==> src/rtl/pipe_ctrl_pkg.sv <==
// Shared types for the pipeline control tracker.
// Optional statistics counters are enabled with PIPE_CTRL_STATS_EN.
package pipe_ctrl_pkg;

    localparam int REG_AW = 5;
    localparam int ALUC_W = 4;
    localparam int STAT_W = 16;

    typedef struct packed {
        logic              wreg;
        logic              m2reg;
        logic              wmem;
        logic [ALUC_W-1:0] aluc;
        logic              aluimm;
        logic [REG_AW-1:0] dest;
    } stage_ctrl_t;

    localparam stage_ctrl_t BUBBLE = '0;

endpackage

==> src/rtl/pipe_ctrl_tracker_if.sv <==
// Decode-side control bus of the pipeline control tracker.
// Statistics signals exist only when PIPE_CTRL_STATS_EN is defined.
interface pipe_ctrl_tracker_if;
    import pipe_ctrl_pkg::*;

    logic              d_valid;
    logic              d_wreg;
    logic              d_m2reg;
    logic              d_wmem;
    logic [ALUC_W-1:0] d_aluc;
    logic              d_aluimm;
    logic              d_regrt;
    logic [REG_AW-1:0] d_rs;
    logic [REG_AW-1:0] d_rt;
    logic [REG_AW-1:0] d_rd;
    logic              d_uses_rs;
    logic              d_uses_rt;
    logic              flush;
    logic              dmem_ready;

    logic              ewreg;
    logic              em2reg;
    logic              ewmem;
    logic [ALUC_W-1:0] ealuc;
    logic              ealuimm;
    logic [REG_AW-1:0] edestReg;
    logic              mwreg;
    logic              mm2reg;
    logic              mwmem;
    logic [REG_AW-1:0] mdestReg;
    logic              wwreg;
    logic              wm2reg;
    logic [REG_AW-1:0] wdestReg;
    logic              stall;
    logic              hold;
`ifdef PIPE_CTRL_STATS_EN
    logic [STAT_W-1:0] stall_cnt;
    logic [STAT_W-1:0] freeze_cnt;
`endif

    modport master (
        output d_valid, d_wreg, d_m2reg, d_wmem, d_aluc, d_aluimm,
        output d_regrt, d_rs, d_rt, d_rd, d_uses_rs, d_uses_rt,
        output flush, dmem_ready,
        input  ewreg, em2reg, ewmem, ealuc, ealuimm, edestReg,
        input  mwreg, mm2reg, mwmem, mdestReg,
        input  wwreg, wm2reg, wdestReg, stall, hold
`ifdef PIPE_CTRL_STATS_EN
        , input stall_cnt, freeze_cnt
`endif
    );

    modport slave (
        input  d_valid, d_wreg, d_m2reg, d_wmem, d_aluc, d_aluimm,
        input  d_regrt, d_rs, d_rt, d_rd, d_uses_rs, d_uses_rt,
        input  flush, dmem_ready,
        output ewreg, em2reg, ewmem, ealuc, ealuimm, edestReg,
        output mwreg, mm2reg, mwmem, mdestReg,
        output wwreg, wm2reg, wdestReg, stall, hold
`ifdef PIPE_CTRL_STATS_EN
        , output stall_cnt, freeze_cnt
`endif
    );

endinterface

==> src/rtl/pipe_stage_reg.sv <==
// One pipeline control register with hold, load and bubble insertion.
// Reset and bubble both load the all-zero control word.
module pipe_stage_reg
    import pipe_ctrl_pkg::*;
(
    input  logic        clk,
    input  logic        rst,
    input  logic        i_load,
    input  logic        i_bubble,
    input  stage_ctrl_t i_d,
    output stage_ctrl_t o_q
);

    stage_ctrl_t r_q;

    // Bubble beats load; neither asserted means hold.
    always_ff @(posedge clk) begin
        if (rst) begin
            r_q <= BUBBLE;
        end else if (i_bubble) begin
            r_q <= BUBBLE;
        end else if (i_load) begin
            r_q <= i_d;
        end
    end

    assign o_q = r_q;

endmodule

==> src/rtl/pipe_ctrl_tracker.sv <==
// Carries decoded control through EXE/MEM/WB, detects load-use hazards.
// Define PIPE_CTRL_STATS_EN to add saturating stall/freeze counters.
module pipe_ctrl_tracker
    import pipe_ctrl_pkg::*;
(
    input  logic                clk,
    input  logic                rst,
    pipe_ctrl_tracker_if.slave  bus
);

    stage_ctrl_t w_id;
    stage_ctrl_t w_e;
    stage_ctrl_t w_m;
    stage_ctrl_t w_w;
    logic        w_rs_hit;
    logic        w_rt_hit;
    logic        w_stall;
    logic        w_freeze;
    logic        w_e_bubble;

    // Pack the decoded instruction, picking rt or rd as destination.
    always_comb begin
        w_id        = BUBBLE;
        w_id.wreg   = bus.d_wreg;
        w_id.m2reg  = bus.d_m2reg;
        w_id.wmem   = bus.d_wmem;
        w_id.aluc   = bus.d_aluc;
        w_id.aluimm = bus.d_aluimm;
        w_id.dest   = bus.d_regrt ? bus.d_rt : bus.d_rd;
    end

    assign w_rs_hit = bus.d_uses_rs && (w_e.dest == bus.d_rs);
    assign w_rt_hit = bus.d_uses_rt && (w_e.dest == bus.d_rt);

    // A load still in EXE cannot forward; anything else can.
    assign w_stall = !rst && bus.d_valid && w_e.m2reg && w_e.wreg
                   && (w_e.dest != '0) && (w_rs_hit || w_rt_hit);

    assign w_freeze   = !bus.dmem_ready;
    assign w_e_bubble = !w_freeze
                      && (w_stall || bus.flush || !bus.d_valid);

    pipe_stage_reg u_e (
        .clk      (clk),
        .rst      (rst),
        .i_load   (!w_freeze),
        .i_bubble (w_e_bubble),
        .i_d      (w_id),
        .o_q      (w_e)
    );

    pipe_stage_reg u_m (
        .clk      (clk),
        .rst      (rst),
        .i_load   (!w_freeze),
        .i_bubble (1'b0),
        .i_d      (w_e),
        .o_q      (w_m)
    );

    // WB takes a bubble while frozen so a writeback is never repeated.
    pipe_stage_reg u_w (
        .clk      (clk),
        .rst      (rst),
        .i_load   (1'b1),
        .i_bubble (w_freeze),
        .i_d      (w_m),
        .o_q      (w_w)
    );

    assign bus.ewreg    = w_e.wreg;
    assign bus.em2reg   = w_e.m2reg;
    assign bus.ewmem    = w_e.wmem;
    assign bus.ealuc    = w_e.aluc;
    assign bus.ealuimm  = w_e.aluimm;
    assign bus.edestReg = w_e.dest;
    assign bus.mwreg    = w_m.wreg;
    assign bus.mm2reg   = w_m.m2reg;
    assign bus.mwmem    = w_m.wmem;
    assign bus.mdestReg = w_m.dest;
    assign bus.wwreg    = w_w.wreg;
    assign bus.wm2reg   = w_w.m2reg;
    assign bus.wdestReg = w_w.dest;
    assign bus.stall    = w_stall;
    assign bus.hold     = !rst && (w_stall || w_freeze);

`ifdef PIPE_CTRL_STATS_EN
    localparam logic [STAT_W-1:0] CNT_MAX = '1;

    logic [STAT_W-1:0] r_stall_cnt;
    logic [STAT_W-1:0] r_freeze_cnt;

    // Saturating counts of lost cycles by cause.
    always_ff @(posedge clk) begin
        if (rst) begin
            r_stall_cnt  <= '0;
            r_freeze_cnt <= '0;
        end else begin
            if (w_stall && !w_freeze && r_stall_cnt != CNT_MAX)
                r_stall_cnt <= r_stall_cnt + STAT_W'(1);
            if (w_freeze && r_freeze_cnt != CNT_MAX)
                r_freeze_cnt <= r_freeze_cnt + STAT_W'(1);
        end
    end

    assign bus.stall_cnt  = r_stall_cnt;
    assign bus.freeze_cnt = r_freeze_cnt;
`endif

endmodule

==> src/flat_wrapper.sv <==
// flat-port wrapper written by rule: the top's interface ports become plain ports
module pipe_ctrl_tracker_flat import pipe_ctrl_pkg::*;
  (clk, rst, bus_d_valid, bus_d_wreg, bus_d_m2reg, bus_d_wmem, bus_d_aluc, bus_d_aluimm, bus_d_regrt, bus_d_rs, bus_d_rt, bus_d_rd, bus_d_uses_rs, bus_d_uses_rt, bus_flush, bus_dmem_ready, bus_ewreg, bus_em2reg, bus_ewmem, bus_ealuc, bus_ealuimm, bus_edestReg, bus_mwreg, bus_mm2reg, bus_mwmem, bus_mdestReg, bus_wwreg, bus_wm2reg, bus_wdestReg, bus_stall, bus_hold);
  pipe_ctrl_tracker_if bus_i ();
  input  logic clk;
  input  logic rst;
  input wire logic [$bits(bus_i.d_valid)-1:0] bus_d_valid;
  input wire logic [$bits(bus_i.d_wreg)-1:0] bus_d_wreg;
  input wire logic [$bits(bus_i.d_m2reg)-1:0] bus_d_m2reg;
  input wire logic [$bits(bus_i.d_wmem)-1:0] bus_d_wmem;
  input wire logic [$bits(bus_i.d_aluc)-1:0] bus_d_aluc;
  input wire logic [$bits(bus_i.d_aluimm)-1:0] bus_d_aluimm;
  input wire logic [$bits(bus_i.d_regrt)-1:0] bus_d_regrt;
  input wire logic [$bits(bus_i.d_rs)-1:0] bus_d_rs;
  input wire logic [$bits(bus_i.d_rt)-1:0] bus_d_rt;
  input wire logic [$bits(bus_i.d_rd)-1:0] bus_d_rd;
  input wire logic [$bits(bus_i.d_uses_rs)-1:0] bus_d_uses_rs;
  input wire logic [$bits(bus_i.d_uses_rt)-1:0] bus_d_uses_rt;
  input wire logic [$bits(bus_i.flush)-1:0] bus_flush;
  input wire logic [$bits(bus_i.dmem_ready)-1:0] bus_dmem_ready;
  output wire logic [$bits(bus_i.ewreg)-1:0] bus_ewreg;
  output wire logic [$bits(bus_i.em2reg)-1:0] bus_em2reg;
  output wire logic [$bits(bus_i.ewmem)-1:0] bus_ewmem;
  output wire logic [$bits(bus_i.ealuc)-1:0] bus_ealuc;
  output wire logic [$bits(bus_i.ealuimm)-1:0] bus_ealuimm;
  output wire logic [$bits(bus_i.edestReg)-1:0] bus_edestReg;
  output wire logic [$bits(bus_i.mwreg)-1:0] bus_mwreg;
  output wire logic [$bits(bus_i.mm2reg)-1:0] bus_mm2reg;
  output wire logic [$bits(bus_i.mwmem)-1:0] bus_mwmem;
  output wire logic [$bits(bus_i.mdestReg)-1:0] bus_mdestReg;
  output wire logic [$bits(bus_i.wwreg)-1:0] bus_wwreg;
  output wire logic [$bits(bus_i.wm2reg)-1:0] bus_wm2reg;
  output wire logic [$bits(bus_i.wdestReg)-1:0] bus_wdestReg;
  output wire logic [$bits(bus_i.stall)-1:0] bus_stall;
  output wire logic [$bits(bus_i.hold)-1:0] bus_hold;
  assign bus_i.d_valid = bus_d_valid;
  assign bus_i.d_wreg = bus_d_wreg;
  assign bus_i.d_m2reg = bus_d_m2reg;
  assign bus_i.d_wmem = bus_d_wmem;
  assign bus_i.d_aluc = bus_d_aluc;
  assign bus_i.d_aluimm = bus_d_aluimm;
  assign bus_i.d_regrt = bus_d_regrt;
  assign bus_i.d_rs = bus_d_rs;
  assign bus_i.d_rt = bus_d_rt;
  assign bus_i.d_rd = bus_d_rd;
  assign bus_i.d_uses_rs = bus_d_uses_rs;
  assign bus_i.d_uses_rt = bus_d_uses_rt;
  assign bus_i.flush = bus_flush;
  assign bus_i.dmem_ready = bus_dmem_ready;
  assign bus_ewreg = bus_i.ewreg;
  assign bus_em2reg = bus_i.em2reg;
  assign bus_ewmem = bus_i.ewmem;
  assign bus_ealuc = bus_i.ealuc;
  assign bus_ealuimm = bus_i.ealuimm;
  assign bus_edestReg = bus_i.edestReg;
  assign bus_mwreg = bus_i.mwreg;
  assign bus_mm2reg = bus_i.mm2reg;
  assign bus_mwmem = bus_i.mwmem;
  assign bus_mdestReg = bus_i.mdestReg;
  assign bus_wwreg = bus_i.wwreg;
  assign bus_wm2reg = bus_i.wm2reg;
  assign bus_wdestReg = bus_i.wdestReg;
  assign bus_stall = bus_i.stall;
  assign bus_hold = bus_i.hold;
  pipe_ctrl_tracker u_core (.clk(clk), .rst(rst), .bus(bus_i));
endmodule
==> config.mk <==
export PLATFORM = sky130hd
export DESIGN_NAME = pipe_ctrl_tracker_flat
export DESIGN_NICKNAME = d
export VERILOG_FILES = /design/src/rtl/pipe_ctrl_pkg.sv /design/src/rtl/pipe_ctrl_tracker_if.sv /design/src/rtl/pipe_stage_reg.sv /design/src/rtl/pipe_ctrl_tracker.sv /design/src/flat_wrapper.sv
export SDC_FILE = /design/constraint.sdc
export NUM_CORES = 1
export LEC_CHECK = 0
export ABC_AREA = 1
export BUFFER_PORTS_ARGS = -buffer_cell sky130_fd_sc_hd__buf_2
export CORE_ASPECT_RATIO = 0.5
export CORE_MARGIN = 1.5
export CORE_UTILIZATION = 25
export DETAILED_ROUTE_END_ITERATION = 10
export GPL_ROUTABILITY_DRIVEN = 0
export SLEW_MARGIN = 30
export SYNTH_ARGS = -nofsm -noshare
export SYNTH_HDL_FRONTEND = slang
export SYNTH_SLANG_ARGS = --single-unit
==> constraint.sdc <==
create_clock -name clk -period 2.1 [get_ports clk]
set_input_delay 0.315 -clock clk [delete_from_list [all_inputs] [get_ports clk]]
set_output_delay 0.315 -clock clk [all_outputs]
set_load 0.02 [all_outputs]
==> impl_summary.md, run 1 <==
Outcome
The run finished with clean final reports.

Critical path
The worst setup path is captured at a primary output. The worst reg-to-reg setup slack is 0.62 ns. In this run the worst path has a maximum fanout of 6. For the worst flop-to-flop path, the logic depth is 11. STA puts the critical path data required time at 1.78 ns. In this run the critical register-to-register path is launched from u_core.u_e.o_q[4]. The data arrival time of the critical path is 1.54 ns. STA classifies the critical path startpoint as a flop.

The endpoint identified for the worst register-to-register timing path is u_core.u_e.o_q[2]. The worst setup path is of the reg -> out kind.

Timing
After routing, the total negative slack on setup checks comes to 0 ns. Of the available clock period, the critical path in the final layout requires 88.1%. Clock skew on the completed layout was measured at 0.00227 ns. The routed design could run at a clock period as short as 1.85 ns. In this run the tightest slew margin relative to its limit is 79.7%. The slew at the pin closest to its max-slew limit is 0.305 ns. The final-report max-slew violation count is 0.

Setup repair after global routing left no endpoint under its margin. The final number of setup-violating endpoints is 0. Static timing analysis puts the maximum clock frequency at 540 MHz. The number of hold violations in the final report is 0.

Yosys
The mean instance size in the synthesized netlist is 7.23 um2. The synthesized design contains 28 register bits. The mapped netlist covers 1230 um2. For this run, the register share of the synthesized area comes to 45.6%. The number of distinct library cells after synthesis is 15. The Yosys step of the flow raised 0 warnings. The number of nets in the synthesized netlist is 201. The synthesized instance count is 170.

Cells and area
The number of antenna diodes in the final layout is 0. Cells with a size suffix above 1 make up 30.7% of the layout. The net total in the final layout is 263.

After filler insertion, the fill cell instance count of the layout stands at 515. The signed area change from the synthesized netlist to the final layout is 32.2%. The most common library cell in the layout ignoring fill and taps is sky130_fd_sc_hd__buf_2. The utilization of the core after routing is 35.7%. In the layout the commonest cells are sky130_fd_sc_hd__buf_2 (60), sky130_fd_sc_hd__nand2_1 (34), sky130_fd_sc_hd__nor2_1 (32).

Global routing
Entering global routing, the biggest net connects 29 pins. The via count of the first global-routing pass was 1062. Global routing used 11.8% of the available tracks.

The number of antenna violations at the first check in global routing is 0. The wire length of the first global-routing pass is 4730 um. The leftover overflow at the end of global routing is 0.

Hold path
In this run the most critical hold path is launched from bus_d_m2reg. The terminating pin of the worst hold path is u_core.u_e.o_q[11]. Along the worst hold path, the cell count comes to 3. The path class of the tightest hold or removal check is in -> reg.

Floorplanning
The site row count is 17. The initial standard-cell utilization of the core is 27.0%. The horizontal die dimension is 102 um. The floorplan step defined a die boundary enclosing 5370 um2. The die extent in y is 52.6 um. The number of top-level pins is 61.

The floorplan step defined a core boundary enclosing 4550 um2.

Drt
The detailed-route vias per instance is 4.07. The detailed router placed 1208 vias in this run. The routed wire length per instance is 9.95 um. For this run, design rule violations remaining after detail routing come to 0.

Detailed routing placed a total of 1460 um of wire on met2. The uppermost signal routing layer after detailed routing is met4. The met1 layer wirelength in the final routing is 1370 um. The count of antenna-violating nets left after detailed routing is 0. For this run, the detailed router's first-pass iteration total came to 4. Wires add up to 2960 um. The routed length on met3 is 101 um. The DRC marker count from the first detailed-route iteration is 56.

Place
The HPWL after detailed placement is 2350 um. The port buffer count is 60.

Flow run
Max-cap violations in this run came to 0.

Clocking
After clock tree synthesis, the clock-pin slew on the worst setup and hold paths is 0.09 ns. The H-tree level count is 1. The total of hold buffers inserted after clock tree synthesis is 0. The clock sink total is 28. The buffer depth of the longest clock path is 2. The count of instances resized after the clock tree is built is 0.

The number of setup buffers added after CTS is 0. The clock reaches the later pin of the worst-skew pair after 0.27 ns. The buffer type at the clock tree root is sky130_fd_sc_hd__clkbuf_8. The number of buffers created by CTS is 3. The clock tree from TritonCTS is done.

Pwr
The areal power density over the cells is 670 nW/um2. The worst-case IR drop observed on VDD is 244 uV. Summed over all cells, the static leakage comes to 0.896 nW.
## state kept, by name, summed over array words and instances (netlist names)
signal          cells
u_core.u_e.o_q     13
u_core.u_w.o_q      7
u_core.u_m.o_q      8
## worst max-delay path: stages, from the launching register on
cell and delay (ns):
sky130_fd_sc_hd__dfxtp_1 0.44, sky130_fd_sc_hd__inv_2 0.07, sky130_fd_sc_hd__nand2_1 0.06, sky130_fd_sc_hd__nand2_1 0.06
sky130_fd_sc_hd__nor2_1 0.11, sky130_fd_sc_hd__nand3_1 0.07, sky130_fd_sc_hd__nand2_1 0.07, sky130_fd_sc_hd__nand2_2 0.06
sky130_fd_sc_hd__a21oi_1 0.14, sky130_fd_sc_hd__buf_2 0.18
## cell type report
type	instances	area, um2	area share, %
sequential	28	561	34.5
multi-input combinational	111	519	31.9
timing repair buffer	61	308	18.9
inverter	27	101	6.23
tap	66	82.6	5.08
clock buffer	4	55.1	3.38
## per-stage QoR
| step | cell area [um2] | total power [mW] | worst slack [ns] | instances | hold WS, ns |
|---|---|---|---|---|---|
| after floorplan | 1230 | 0.707 | 0.474 | 170 | 0.478 |
| after global placement | 1570 | 0.776 | 0.573 | 293 | 0.441 |
| after detailed placement | 1570 | 0.777 | 0.552 | 293 | 0.443 |
| after CTS | 1630 | 1.11 | 0.232 | 297 | 0.279 |
| after global routing | 1630 | 1.16 | 0.0570 | 297 | 0.283 |
| final | 1630 | 1.09 | 0.249 | 297 | 0.288 |
## cells by family after synthesis
group | Yosys count | share of synthesized area, %
simple gates | 74 | 23.9
mux | 8 | 6.51
compound gates | 29 | 11.8
buf+inv | 31 | 12.2
flops | 28 | 45.6
## how the worst max path moves through the flow
stage,from,end,slack [ns],cells past startpoint
floorplan,u_core.u_e.o_q[1],bus_hold,0.47,8
global placement,u_core.u_e.o_q[4],bus_hold,0.57,9
detailed placement,u_core.u_e.o_q[4],bus_hold,0.55,9
CTS,u_core.u_e.o_q[4],bus_hold,0.23,9
global route,u_core.u_e.o_q[2],bus_hold,0.06,9
finish,u_core.u_e.o_q[4],bus_hold,0.25,9
## cell usage after synthesis
cell,count,share of area [%]
sky130_fd_sc_hd__nand3_1,3,1.2
sky130_fd_sc_hd__mux2i_1,8,6.5
sky130_fd_sc_hd__inv_2,3,0.92
sky130_fd_sc_hd__nand2_1,34,10
sky130_fd_sc_hd__nand4_1,2,1.0
sky130_fd_sc_hd__o21ai_0,17,6.9
sky130_fd_sc_hd__clkinv_1,1,0.30
sky130_fd_sc_hd__nor2_2,1,0.51
sky130_fd_sc_hd__dfxtp_1,28,46
sky130_fd_sc_hd__nand2_2,2,1.0
sky130_fd_sc_hd__buf_6,3,2.7
sky130_fd_sc_hd__buf_8,1,1.2
sky130_fd_sc_hd__a21oi_1,12,4.9
sky130_fd_sc_hd__inv_1,23,7.0
sky130_fd_sc_hd__nor2_1,32,9.8
## per-layer routing
layer  track usage, %  vias to the layer above
met3             3.33                        2
li1                 -                      649
met1             13.8                      538
met5                0                        -
met2             20.6                       19
met4             4.79                        0
## where the power goes
part | switching, mW | internal (mW) | total (mW)
logic | 0.116 | 0.0736 | 0.189
registers | 0.0183 | 0.555 | 0.573
clock network | 0.160 | 0.168 | 0.328
No activity file was read; power rests on OpenSTA's default activity.
==> run 2, diff against run 1 <==
Clock period 2.1 ns to 1.7 ns, I/O delays scaled along.
==> impl_summary.md, run 2 (same netlist as run 1, synthesis figures left out) <==
Clocking
The number of buffers created by CTS was 3 (unchanged). The H-tree level count was 1 (unchanged). The source-to-sink clock delay at the later pin of the worst-skew pair came to 0.27 ns (about the same). The clock sink total came to 28 (unchanged). The total of hold buffers inserted after clock tree synthesis is 0 (unchanged). The clock edge transition at the registers on the reported setup and hold paths is 0.08 ns (about the same). The number of buffers inserted to repair setup after CTS is 0 (unchanged). The buffer depth of the longest clock path is 2 (unchanged). The clock tree from TritonCTS is done. CTS placed an instance of sky130_fd_sc_hd__clkbuf_8 at the clock tree root.

Critical path
The maximum fanout count along the critical path came to 5 (-1). The data arrival time of the critical path is 1.42 ns (-0.12 ns). The signal on the critical path passes through inv_2 > nand2_1 > nand2_1 > nor2_1 > nand3_1 > nand2_1 > nand2_2 > a21oi_2 > buf_4.

The maximum cell stage delay along the critical path was 0.38 ns (-0.06 ns). The critical path startpoint category is a flop. The cell type with the highest occurrence count on the critical path is sky130_fd_sc_hd__nand2_1. The worst setup path is captured at a primary output. The worst endpoint required time is 1.44 ns (-0.34 ns). The critical path start-end classification is reg -> out. For this design, the slowest cell found on the critical path is sky130_fd_sc_hd__dfxtp_4. On the critical path the largest part of the delay comes from simple AND/OR/NAND/NOR gates. The buffer and inverter count on the worst path is 2 (unchanged).

Global routing
The wire length of the first global-routing pass is 4720 um (-0.30%). The largest net degree at the start of global routing is 18 (-38%). The number of antenna violations at the first check in global routing is 0 (unchanged). The global routing usage summed across all routing layers is 11.5% (-0.32 points). The leftover overflow at the end of global routing is 0 (unchanged). The via count of the first global-routing pass came to 1097 (+3.3%).

Cells and area
The proportion of layout cells with a drive suffix above 1 is 34.8% (+4.0 points). The signed area change from the synthesized netlist to the final layout is 34.2%. The number of flip-flops in the largest register came to 13 (unchanged). The top cell types in the final layout, fill and taps aside, are sky130_fd_sc_hd__buf_2 (58), sky130_fd_sc_hd__nand2_1 (32), sky130_fd_sc_hd__nor2_1 (32). The filler-free cell count of the finished design was 296 (-0.34%). The library cell used most frequently in the layout, excluding fill and tap cells, is sky130_fd_sc_hd__buf_2.

The net total in the final layout is 263 (unchanged). The antenna diode count is 0 (unchanged).

Timing
Setup repair after global routing could not meet its margin everywhere. Based on the critical path, the design can be clocked at up to 598 MHz. The final number of setup-violating endpoints is 0 (unchanged).

The number of hold violations in the final report is 0 (unchanged). The smallest hold slack was 0.230 ns (-0.0586 ns). The tightest slew margin relative to the limit came to 78.4% (-1.2 points).

The final-report max-slew violation count is 0 (unchanged). The slew at the pin closest to its max-slew limit is 0.323 ns (+0.0180 ns). The maximum clock skew at final layout was 0.00281 ns (+0.000534 ns). After layout, the minimum clock period comes to 1.67 ns.

The portion of the clock cycle consumed by the worst path in the final layout is 98.4%.

Floorplanning
The floorplan die area was 5370 um2 (unchanged). The number of top-level pins came to 61 (unchanged). The site row count is 17 (unchanged).

The core region area came to 4550 um2 (unchanged). The horizontal die dimension is 102 um (unchanged). The initial standard-cell utilization of the core is 27.0% (unchanged). The die extent in y came to 52.6 um (unchanged).

Drt
The total wirelength of the detailed-routed design was 3040 um (+2.9%). The count of antenna-violating nets left after detailed routing is 0 (unchanged). The total vias in the final route came to 1222 (+1.2%). The detailed-route vias per instance is 4.13 (+1.5%). The routed wire length per instance is 10.3 um (+3.3%). The post-detailed-route DRC marker count came to 0 (unchanged).

The DRC marker count from the first detailed-route iteration is 40 (-29%). The detailed-router iteration count before antenna repair is 4 (unchanged).

Place
The number of placed cells counting well taps was 293 (unchanged). The port buffer count came to 60 (unchanged). The HPWL after detailed placement is 2460 um (+4.8%).

Pwr
The leakage dissipation was 0.894 nW (-0.20%). The areal power density over the cells is 780 nW/um2 (+16%). The maximum VDD drop was 313 uV (+28%).

The total power after layout is 1.29 mW (+18%).

Flow run
The max-capacitance violation count is 0 (unchanged).

Hold path
The type of the most critical hold path is in -> reg.

Outcome
The flow ran to the end, and the final reports show no timing, DRC or antenna violations.
## run 2: changes by cell type in the layout (fill, tap and decap cells not counted), sizes merged
cell | before | now
clkbuf | 4 | 3
## run 2: final timing paths
kind         cells past startpoint  slack, ns                  to              start
max reg2reg                     11       0.31   u_core.u_e.o_q[5]  u_core.u_e.o_q[2]
min                              3       0.23  u_core.u_e.o_q[12]         bus_d_wreg
max                              9       0.03            bus_hold  u_core.u_e.o_q[2]
min reg2reg                      2       0.45   u_core.u_w.o_q[4]  u_core.u_m.o_q[4]
## run 2: what timing repair did
action / in CTS / in global routing
endpoints found under the setup margin: 2 / 2
pin swaps: 0 / 1
endpoints found under the hold margin: 0 / 0
gates resized for setup: 10 / 9
cloned: 0 / 0
## run 2: layer usage
layer	track usage [%]	up-vias	share of wire, %
li1	-	649	-
met1	12.9	555	45
met2	21.4	16	50
met3	3.73	2	4.1
met4	2.74	0	0.72
met5	0	-	0
## run 2: metrics by stage
stage | util (%) | setup WS, ns | instance area [um2] | TNS, ns
4_1_cts | 35.8 | 0.00233 | 1630 | 0
6_report | 36.3 | 0.0271 | 1650 | 0
3_5_place_dp | 34.5 | 0.180 | 1570 | 0
5_1_grt | 36.3 | -0.0655 | 1650 | -0.0655
3_3_place_gp | 34.5 | 0.186 | 1570 | 0
2_1_floorplan | - | 0.134 | 1230 | 0
## run 2: power by group
part | internal [mW] | total [mW] | switching [mW]
Combinational | 0.0937 | 0.239 | 0.145
Sequential | 0.683 | 0.707 | 0.0240
Clock | 0.159 | 0.342 | 0.183
Total | 0.935 | 1.29 | 0.352
## run 2: tightest hold or removal path, stage by stage
cell	delay (ns)
sky130_fd_sc_hd__buf_2	0.07
sky130_fd_sc_hd__mux2i_1	0.05
sky130_fd_sc_hd__nor2_1	0.08
## run 2: final cells by class
cell class,count,area (um2)
clock buffer,3,41.3
multi-input combinational,111,528
tap,66,82.6
fill,492,2900
timing repair buffer,61,313
sequential,28,579
inverter,27,106
==> run 3, diff against run 2 <==
Settings changed: CELL_PAD_IN_SITES_DETAIL_PLACEMENT set to 1, CELL_PAD_IN_SITES_GLOBAL_PLACEMENT set to 1, PLACE_DENSITY_LB_ADDON set to 0.1.
==> impl_summary.md, run 3 (same netlist as run 1, synthesis figures left out) <==
Timing
The smallest setup slack after layout is -0.0278 ns (-0.0548 ns). The final number of setup-violating endpoints is 1 (+1). The number of hold violations in the final report was 0 (unchanged). The slew at the pin closest to its max-slew limit is 0.294 ns (-0.0292 ns).

The final-report max-slew violation count is 0 (unchanged). The maximum clock skew at final layout is 0.00449 ns (+0.00168 ns). The portion of the clock cycle consumed by the worst path in the final layout is 102% (+3.2 points). The final critical-path required period was 1.73 ns (+0.0548 ns).

Setup repair after global routing could not meet its margin everywhere. The tightest slew margin relative to the limit is 80.3% (+1.8 points). The maximum frequency from static timing analysis is 579 MHz (-3.2%). The smallest hold slack was 0.238 ns (+0.00813 ns).

Critical path
The critical path start-end classification is reg -> out. STA classifies the critical path startpoint as a flop. The reg-to-reg startpoint is u_core.u_e.o_q[2].

The endpoint identified for the worst register-to-register timing path is u_core.u_e.o_q[5]. The depth of the worst register-to-register path is 11 (unchanged). The worst setup path is captured at a primary output. The worst endpoint required time came to 1.44 ns (about the same).

The worst reg-to-reg setup slack is 0.24 ns (-0.07 ns). The maximum fanout count along the critical path is 4 (-1). The data arrival time of the critical path is 1.47 ns (+0.05 ns).

Drt
The count of antenna-violating nets left after detailed routing came to 0 (unchanged). The detailed-router iteration count before antenna repair is 3 (-1). The post-detailed-route DRC marker count is 0 (unchanged). The DRC marker count from the first detailed-route iteration is 25 (-38%).

The detailed-route vias per instance is 4.21 (+1.9%). The total wirelength of the detailed-routed design came to 3420 um (+12%). The total vias in the final route is 1258 (+2.9%). The routed wire length per instance is 11.4 um (+11%).

Pwr
The leakage dissipation came to 0.912 nW (+2.1%). The areal power density over the cells is 802 nW/um2 (+2.8%). The maximum VDD drop is 305 uV (-2.7%).

Cells and area
Leaving out fill and tap cells, the most frequent cell in the layout is sky130_fd_sc_hd__buf_2. The filler-free cell count of the finished design is 299 (+1.0%). Compared with the post-synthesis result, the final layout area differs by 38.6%. The net total in the final layout is 265 (+0.76%). The cell area after layout is 1700 um2 (+3.3%).

In the layout the commonest cells are sky130_fd_sc_hd__buf_2 (58), sky130_fd_sc_hd__nand2_1 (31), sky130_fd_sc_hd__nor2_1 (28). The proportion of layout cells with a drive suffix above 1 is 38.2% (+3.4 points). The number of inserted filler cells in the final layout came to 613 (+25%). The antenna diode count came to 0 (unchanged). The number of flip-flops in the largest register is 13 (unchanged).

Hold path
The terminating pin of the worst hold path is u_core.u_e.o_q[10]. The worst hold path cell count is 3 (unchanged). In this run the most critical hold path is launched from bus_d_wmem. The type of the most critical hold path is in -> reg.

Outcome
The flow ran to the end, but the final reports show violations. The final reports fail on negative setup slack.

Clocking
The source-to-sink clock delay at the later pin of the worst-skew pair was 0.27 ns (about the same). The total of hold buffers inserted after clock tree synthesis came to 0 (unchanged). The clock sink total is 28 (unchanged).

The H-tree level count is 1 (unchanged). The buffer depth of the longest clock path was 2 (unchanged). The number of buffers created by CTS was 3 (unchanged).

TritonCTS built the clock tree. The root buffer cell chosen for the clock tree is sky130_fd_sc_hd__clkbuf_8. The clock edge transition at the registers on the reported setup and hold paths is 0.09 ns (about the same).

Floorplanning
The floorplan die area is 5370 um2 (unchanged). The number of top-level pins is 61 (unchanged). The initial standard-cell utilization of the core is 27.0% (unchanged). The site row count came to 17 (unchanged). The horizontal die dimension was 102 um (unchanged). The core region area is 4550 um2 (unchanged). The die extent in y is 52.6 um (unchanged).

Global routing
The number of antenna violations at the first check in global routing is 0 (unchanged). The via count of the first global-routing pass was 1231 (+12%). The global routing usage summed across all routing layers is 13.6% (+2.2 points). The wire length of the first global-routing pass is 5550 um (+18%). The largest net degree at the start of global routing is 17 (-1). The leftover overflow at the end of global routing is 0 (unchanged).

Place
The cell area after placement came to 1580 um2 (+0.48%). The port buffer count came to 60 (unchanged). The number of placed cells counting well taps came to 294 (+0.34%). The HPWL after detailed placement is 2760 um (+12%).

Flow run
The max-capacitance violation count is 0 (unchanged).
## run 3: what timing repair did
item / 4_1_cts / 5_1_grt
setup buffers: 1 / 0
endpoints found under the hold margin: 0 / 0
pin swaps: 3 / 7
endpoints found under the setup margin: 2 / 2
resized for setup: 14 / 12
## run 3: metrics by stage
| step | setup TNS, ns | utilization [%] | setup slack [ns] | total power [mW] |
|---|---|---|---|---|
| global route | -0.156 | 37.4 | -0.122 | 1.45 |
| detailed placement | 0 | 34.7 | 0.123 | 0.967 |
| global placement | 0 | 34.7 | 0.103 | 0.964 |
| finish | -0.0278 | 37.4 | -0.0278 | 1.37 |
| CTS | -0.0241 | 36.7 | -0.0241 | 1.39 |
| floorplan | 0 | - | 0.134 | 0.874 |
## run 3: area by class of cell
| type | count | area [um2] | area share [%] |
|---|---|---|---|
| clock buffers | 4 | 55.1 | 3.23 |
| inverters | 27 | 104 | 6.09 |
| multi-input cells | 111 | 551 | 32.3 |
| flip-flops and latches | 28 | 577 | 33.8 |
| well taps | 66 | 82.6 | 4.85 |
| repair buffers | 63 | 335 | 19.7 |
## run 3: worst max path at each step
| stage | from | endpoint | slack, ns | cells after the start |
|---|---|---|---|---|
| floorplan | u_core.u_e.o_q[1] | bus_hold | 0.13 | 8 |
| global placement | u_core.u_e.o_q[2] | bus_hold | 0.10 | 9 |
| detailed placement | u_core.u_e.o_q[2] | u_core.u_e.o_q[9] | 0.12 | 11 |
| CTS | u_core.u_e.o_q[4] | bus_hold | -0.02 | 9 |
| global route | u_core.u_e.o_q[2] | bus_hold | -0.12 | 9 |
| finish | u_core.u_e.o_q[2] | bus_hold | -0.03 | 9 |
## run 3: routing by layer
metal	share of wire, %	up-vias	global-route usage [%]	routed length [um]
met4	0.29	0	2.05	10
met3	7.3	2	5.33	249
met5	0	-	0	0
li1	-	656	-	-
met2	43	34	22.1	1470
met1	49	566	17.6	1690
## run 3: where the power goes
group	switching, mW	internal (mW)	leakage [nW]
combinational	0.155	0.0996	0.651
sequential	0.0229	0.684	0.232
clock	0.198	0.207	0.0288
total	0.376	0.990	0.912
## run 3: critical path, cell delays in order (launching register included)
cell                      delay (ns)
sky130_fd_sc_hd__dfxtp_4        0.37
sky130_fd_sc_hd__inv_2          0.06
sky130_fd_sc_hd__nand2_1        0.06
sky130_fd_sc_hd__nand2_1        0.07
sky130_fd_sc_hd__nor2_2         0.11
sky130_fd_sc_hd__nand3_1        0.10
sky130_fd_sc_hd__nand2_2        0.09
sky130_fd_sc_hd__nand2_2        0.07
sky130_fd_sc_hd__a21oi_2        0.13
sky130_fd_sc_hd__buf_4          0.15
